==> src/rtl/input_conditioner.sv <==
// Button and switch input conditioner: two-flop synchronizers, per-button debounce counters,
// press pulses with sticky pending flags and a masked interrupt, and tick-sampled switches.
module input_conditioner #(
    parameter int unsigned DEBOUNCE_CYCLES  = 500000,
    parameter int unsigned SW_SAMPLE_CYCLES = 1000000
) (
    input  logic        HCLK,
    input  logic        resetHW,
    input  logic [4:0]  btn_raw,
    input  logic [15:0] sw_raw,
    input  logic [4:0]  irq_mask,
    input  logic [4:0]  pend_clr,
    output logic [4:0]  btn_clean,
    output logic [15:0] sw_clean,
    output logic [4:0]  btn_press,
    output logic [4:0]  btn_pend,
    output logic        btn_IRQ
);

    localparam logic [19:0] CntMax  = 20'(DEBOUNCE_CYCLES - 1);
    localparam logic [20:0] TickMax = 21'(SW_SAMPLE_CYCLES - 1);

    logic [4:0]       btn_meta, btn_sync;
    logic [15:0]      sw_meta, sw_sync;
    logic [4:0][19:0] cnt_q, cnt_d;
    logic [4:0]       clean_d;
    logic [20:0]      tick_q, tick_d;
    logic             sample_tick;
    logic [15:0]      sw_prev;
    logic [15:0]      sw_agree, sw_clean_d;

    // Counter only advances while the synchronized level disagrees with the accepted one.
    always_comb begin
        cnt_d   = '0;
        clean_d = btn_clean;
        for (int i = 0; i < 5; i++) begin
            if (btn_sync[i] != btn_clean[i]) begin
                if (cnt_q[i] == CntMax) begin
                    clean_d[i] = btn_sync[i];
                end else begin
                    cnt_d[i] = cnt_q[i] + 20'd1;
                end
            end
        end
    end

    always_comb begin
        sample_tick = (tick_q == TickMax);
        tick_d      = sample_tick ? '0 : tick_q + 21'd1;
        // A switch bit is accepted only when two consecutive samples agree.
        sw_agree    = ~(sw_sync ^ sw_prev);
        sw_clean_d  = (sw_agree & sw_sync) | (~sw_agree & sw_clean);
    end

    always_ff @(posedge HCLK) begin
        if (resetHW) begin
            btn_meta  <= '0;
            btn_sync  <= '0;
            sw_meta   <= '0;
            sw_sync   <= '0;
            cnt_q     <= '0;
            tick_q    <= '0;
            sw_prev   <= '0;
            btn_clean <= '0;
            sw_clean  <= '0;
            btn_press <= '0;
            btn_pend  <= '0;
            btn_IRQ   <= 1'b0;
        end else begin
            btn_meta  <= btn_raw;
            btn_sync  <= btn_meta;
            sw_meta   <= sw_raw;
            sw_sync   <= sw_meta;
            cnt_q     <= cnt_d;
            btn_clean <= clean_d;
            btn_press <= clean_d & ~btn_clean;
            // Set has priority over clear so a press coinciding with a clear is not lost.
            btn_pend  <= (btn_pend & ~pend_clr) | btn_press;
            btn_IRQ   <= |(btn_pend & irq_mask);
            tick_q    <= tick_d;
            if (sample_tick) begin
                sw_prev  <= sw_sync;
                sw_clean <= sw_clean_d;
            end
        end
    end

endmodule

==> config.mk <==
export PLATFORM = sky130hd
export DESIGN_NAME = input_conditioner
export DESIGN_NICKNAME = d
export VERILOG_FILES = /design/src/rtl/input_conditioner.sv
export SDC_FILE = /design/constraint.sdc
export NUM_CORES = 1
export LEC_CHECK = 0
export CAP_MARGIN = 20
export CELL_PAD_IN_SITES_DETAIL_PLACEMENT = 0
export CELL_PAD_IN_SITES_GLOBAL_PLACEMENT = 1
export CORE_MARGIN = 2
export CORE_UTILIZATION = 54
export CTS_BUF_LIST = sky130_fd_sc_hd__clkbuf_8
export CTS_CLUSTER_SIZE = 16
export DETAILED_ROUTE_END_ITERATION = 16
export DONT_BUFFER_PORTS = 1
export PLACE_DENSITY_LB_ADDON = 0.3
export SLEW_MARGIN = 5
export SYNTH_ARGS = -nofsm -noshare
export SYNTH_HDL_FRONTEND = slang
export SYNTH_SLANG_ARGS = --single-unit
==> constraint.sdc <==
create_clock -name HCLK -period 3 [get_ports HCLK]
set_input_delay 0.45 -clock HCLK [delete_from_list [all_inputs] [get_ports HCLK]]
set_output_delay 0.45 -clock HCLK [all_outputs]
set_load 0.01 [all_outputs]
==> impl_metrics.ini <==
[outcome]
outcome = complete, no violations

[hold_path]
min-delay-path-class = in2reg
hold_path.startpoint = resetHW
hold_depth = 1

[power_and_ir_drop]
static_leakage_uw = 0.00295
ir_worst_vdd_mv = 0.427
power-per-cell-area_nw_per_um2 = 560

[cells_and_area]
number_of_non_filler_instances_in_the_completed_layout = 1217
design.final.nets = 1011
post-route-util_pct = 60.4
flow.area_growth_from_synthesis_pct = 10.3
layout_cell_share_with_drive_strength_beyond_1_pct = 7.80

[sta]
setup-tns-final_ns = 0
layout_worst_path_cycle_share_pct = 78.3
setup_viol = 0
relSlewSlack_pct = 47.9
setup_repair_after_global_routing_missed_its_margin = no
final_max_slew_viols = 0
fmax_mhz = 426
worst_clock_skew_ns = 0.0284
final.min_clock_period_ns = 2.35
tightestPinTransition_ns = 0.779
final_hold_viol_count = 0

[setup_path]
crit_arrival_ns = 2.71
slowest_delay_ns = 0.63
reg2reg_from = cnt_q[68]
worstRegToRegCells = 4
critical_path_class = reg2reg
slowest_stage = sky130_fd_sc_hd__a211o_1
launch_point_of_the_worst_path = cnt_q[68]
crit_path_end_kind = register
critical_path.startpoint_type = register
cp.required_ns = 3.36
timing.critical_path.fanout_max = 20
crit_chain = or4b_2 -> nor4_1 -> a211o_1 -> nor2_1

[grt]
grt_first_pass_wirelength_mm = 29.1
first_global_vias = 6106
track_usage_pct = 21.0
pin_count_of_the_biggest_net_entering_global_routing = 73
antenna_found_initial = 2
overflow = 0

[yosys]
yosysTopAreaCell = sky130_fd_sc_hd__dfxtp_1
synthesis.yosys.warnings = 0
synthesis.nets = 1000
yosys_most_used_dff = sky130_fd_sc_hd__dfxtp_1
synthesis.area_per_instance_um2 = 8.95
synth-async-reset-ratio_pct = 0
synth.top_cells.by_area = sky130_fd_sc_hd__dfxtp_1, sky130_fd_sc_hd__xnor2_1, sky130_fd_sc_hd__nor2_1
ys_types = 57
postSynthRegisterBits = 211
synth_cells = 961
syn_area_um2 = 8600
synth_top_area_share_pct = 49.1
ys_top_cells_by_count = sky130_fd_sc_hd__dfxtp_1, sky130_fd_sc_hd__nor2_1, sky130_fd_sc_hd__o21ai_0, sky130_fd_sc_hd__a21oi_1
synth_edf_count = 0
seq_area_frac_synth_pct = 49.1
yosys.cell_count.top_type = sky130_fd_sc_hd__dfxtp_1

[clock_tree]
post-cts-setup-buffers = 0
tritoncts.num_buffers = 36
clock_h_tree_levels = 2
clkLatencyLatePin_ns = 0.52
clockRootBuffer = sky130_fd_sc_hd__clkbuf_8
hold_buffers = 2
maximum_buffer_depth_of_the_clock_tree = 3
cts.sink_count = 211
clock_transition_at_path_regs_ns = 0.06
clock_tree_from_tritoncts = yes
ctsResizeCount = 0

[drt]
remaining_drc_errors = 0
drt_pass1_iterations = 5
avgRoutedWirePerCell_um = 14.4
routed_wirelength_mm = 17.5
drt_iter0_markers = 333
antenna_viol_nets_final = 0
via_count = 6741
via_per_inst = 5.54

[floorplanning]
chipHeight_um = 130
die_area_um2 = 17000
die-width_um = 130
core-area_um2 = 15700
rows = 46
initial_core_util_pct = 54.7
floorplan.io_pins = 65

[flow_run]
timing.max_cap.violations = 0

[place]
place.port_buffers = 0
dp_hpwl_mm = 11.2
finalWeightedCongestion = 0.840
place.detailed.instances = 1147
[state kept, by name (all words and copies together) (netlist names), named ones only]
name / cells
sw_sync: 16
sw_prev: 16
btn_sync: 5
btn_IRQ: 1
btn_press: 5
cnt_q: 100
btn_clean: 5
btn_meta: 5
tick_q: 21
btn_pend: 5
sw_meta: 16
[worst max-delay path, delay by kind of cell (launching register included)]
family	cells	cell delay (ns)
simple gates	3	1.15
flops	1	0.42
compound gates	1	0.63
[routing by layer]
layer / track usage [%] / part of all wire, %
met1: 27.6 / 48
met2: 33.8 / 46
met3: 4.55 / 4.2
met4: 8.03 / 2.0
met5: 0 / 0
[cell usage in the layout, fill, tap and decap left out, types with 7 or more instances in the layout]
cell,netlist,final
sky130_fd_sc_hd__dfxtp_1,211,211
sky130_fd_sc_hd__nor2_1,102,102
sky130_fd_sc_hd__o21ai_0,71,71
sky130_fd_sc_hd__a21oi_1,62,62
sky130_fd_sc_hd__nand4_1,55,55
sky130_fd_sc_hd__nand3_1,55,55
sky130_fd_sc_hd__inv_1,30,47
sky130_fd_sc_hd__xnor2_1,46,46
sky130_fd_sc_hd__nor2b_1,42,42
sky130_fd_sc_hd__clkbuf_8,0,41
sky130_fd_sc_hd__nand2_1,35,35
sky130_fd_sc_hd__xor2_1,28,28
sky130_fd_sc_hd__or3_1,21,21
sky130_fd_sc_hd__nor4_1,20,20
sky130_fd_sc_hd__or4_1,18,18
sky130_fd_sc_hd__nor3_1,17,17
sky130_fd_sc_hd__a31oi_1,16,16
sky130_fd_sc_hd__and4_1,13,13
sky130_fd_sc_hd__o31ai_1,13,13
sky130_fd_sc_hd__buf_4,1,8
sky130_fd_sc_hd__nor4b_1,7,7
[worst paths after layout]
check / endpoint / slack (ns)
setup / recovery: cnt_q[69] / 0.65
hold / removal: sw_sync[15] / 0.04
setup reg to reg: cnt_q[69] / 0.65
hold reg to reg: btn_sync[4] / 0.43
[area by class of cell]
type | count | area [µm²]
Fill cell | 1453 | 6230
Sequential cell | 211 | 4220
Multi-Input combinational cell | 682 | 4090
Clock buffer | 41 | 564
Tap cell | 216 | 270
Inverter | 30 | 113
Clock inverter | 25 | 111
Timing Repair Buffer | 11 | 108
Antenna cell | 1 | 2.50
[report_power, final]
part           internal, µW  switching (µW)  leakage, µW
Combinational          33.0            49.4     0.000833
Sequential             2830            19.3      0.00171
Clock                  1260            1110     0.000405
[cells by family (layout without fill, tap and decap cells)]
logic type	count (synthesis)	after routing	share of synthesized area, %
AO/OA/AOI/OAI	181	181	12.0
XOR/XNOR	74	74	7.54
adder cells (fa/ha/maj)	6	6	0.873
buffers and inverters	68	107	3.30
flip-flops	211	211	49.1
multiplexers	1	1	0.116
other	0	1	0
AND/OR/NAND/NOR	420	420	27.0
[through the flow]
| step | cell area (µm²) | setup slack (ns) | power (µW) | hold slack, ns |
|---|---|---|---|---|
| floorplan | 8600 | 1.03 | 2970 | 0.412 |
| global placement | 8760 | 0.701 | 2970 | 0.417 |
| detailed placement | 8760 | 0.651 | 2970 | 0.420 |
| CTS | 9470 | 0.634 | 5380 | 0.00291 |
| global route | 9480 | 0.502 | 5540 | 0.0121 |
| finish | 9490 | 0.650 | 5310 | 0.0377 |
No activity file was read; power rests on OpenSTA's default activity.
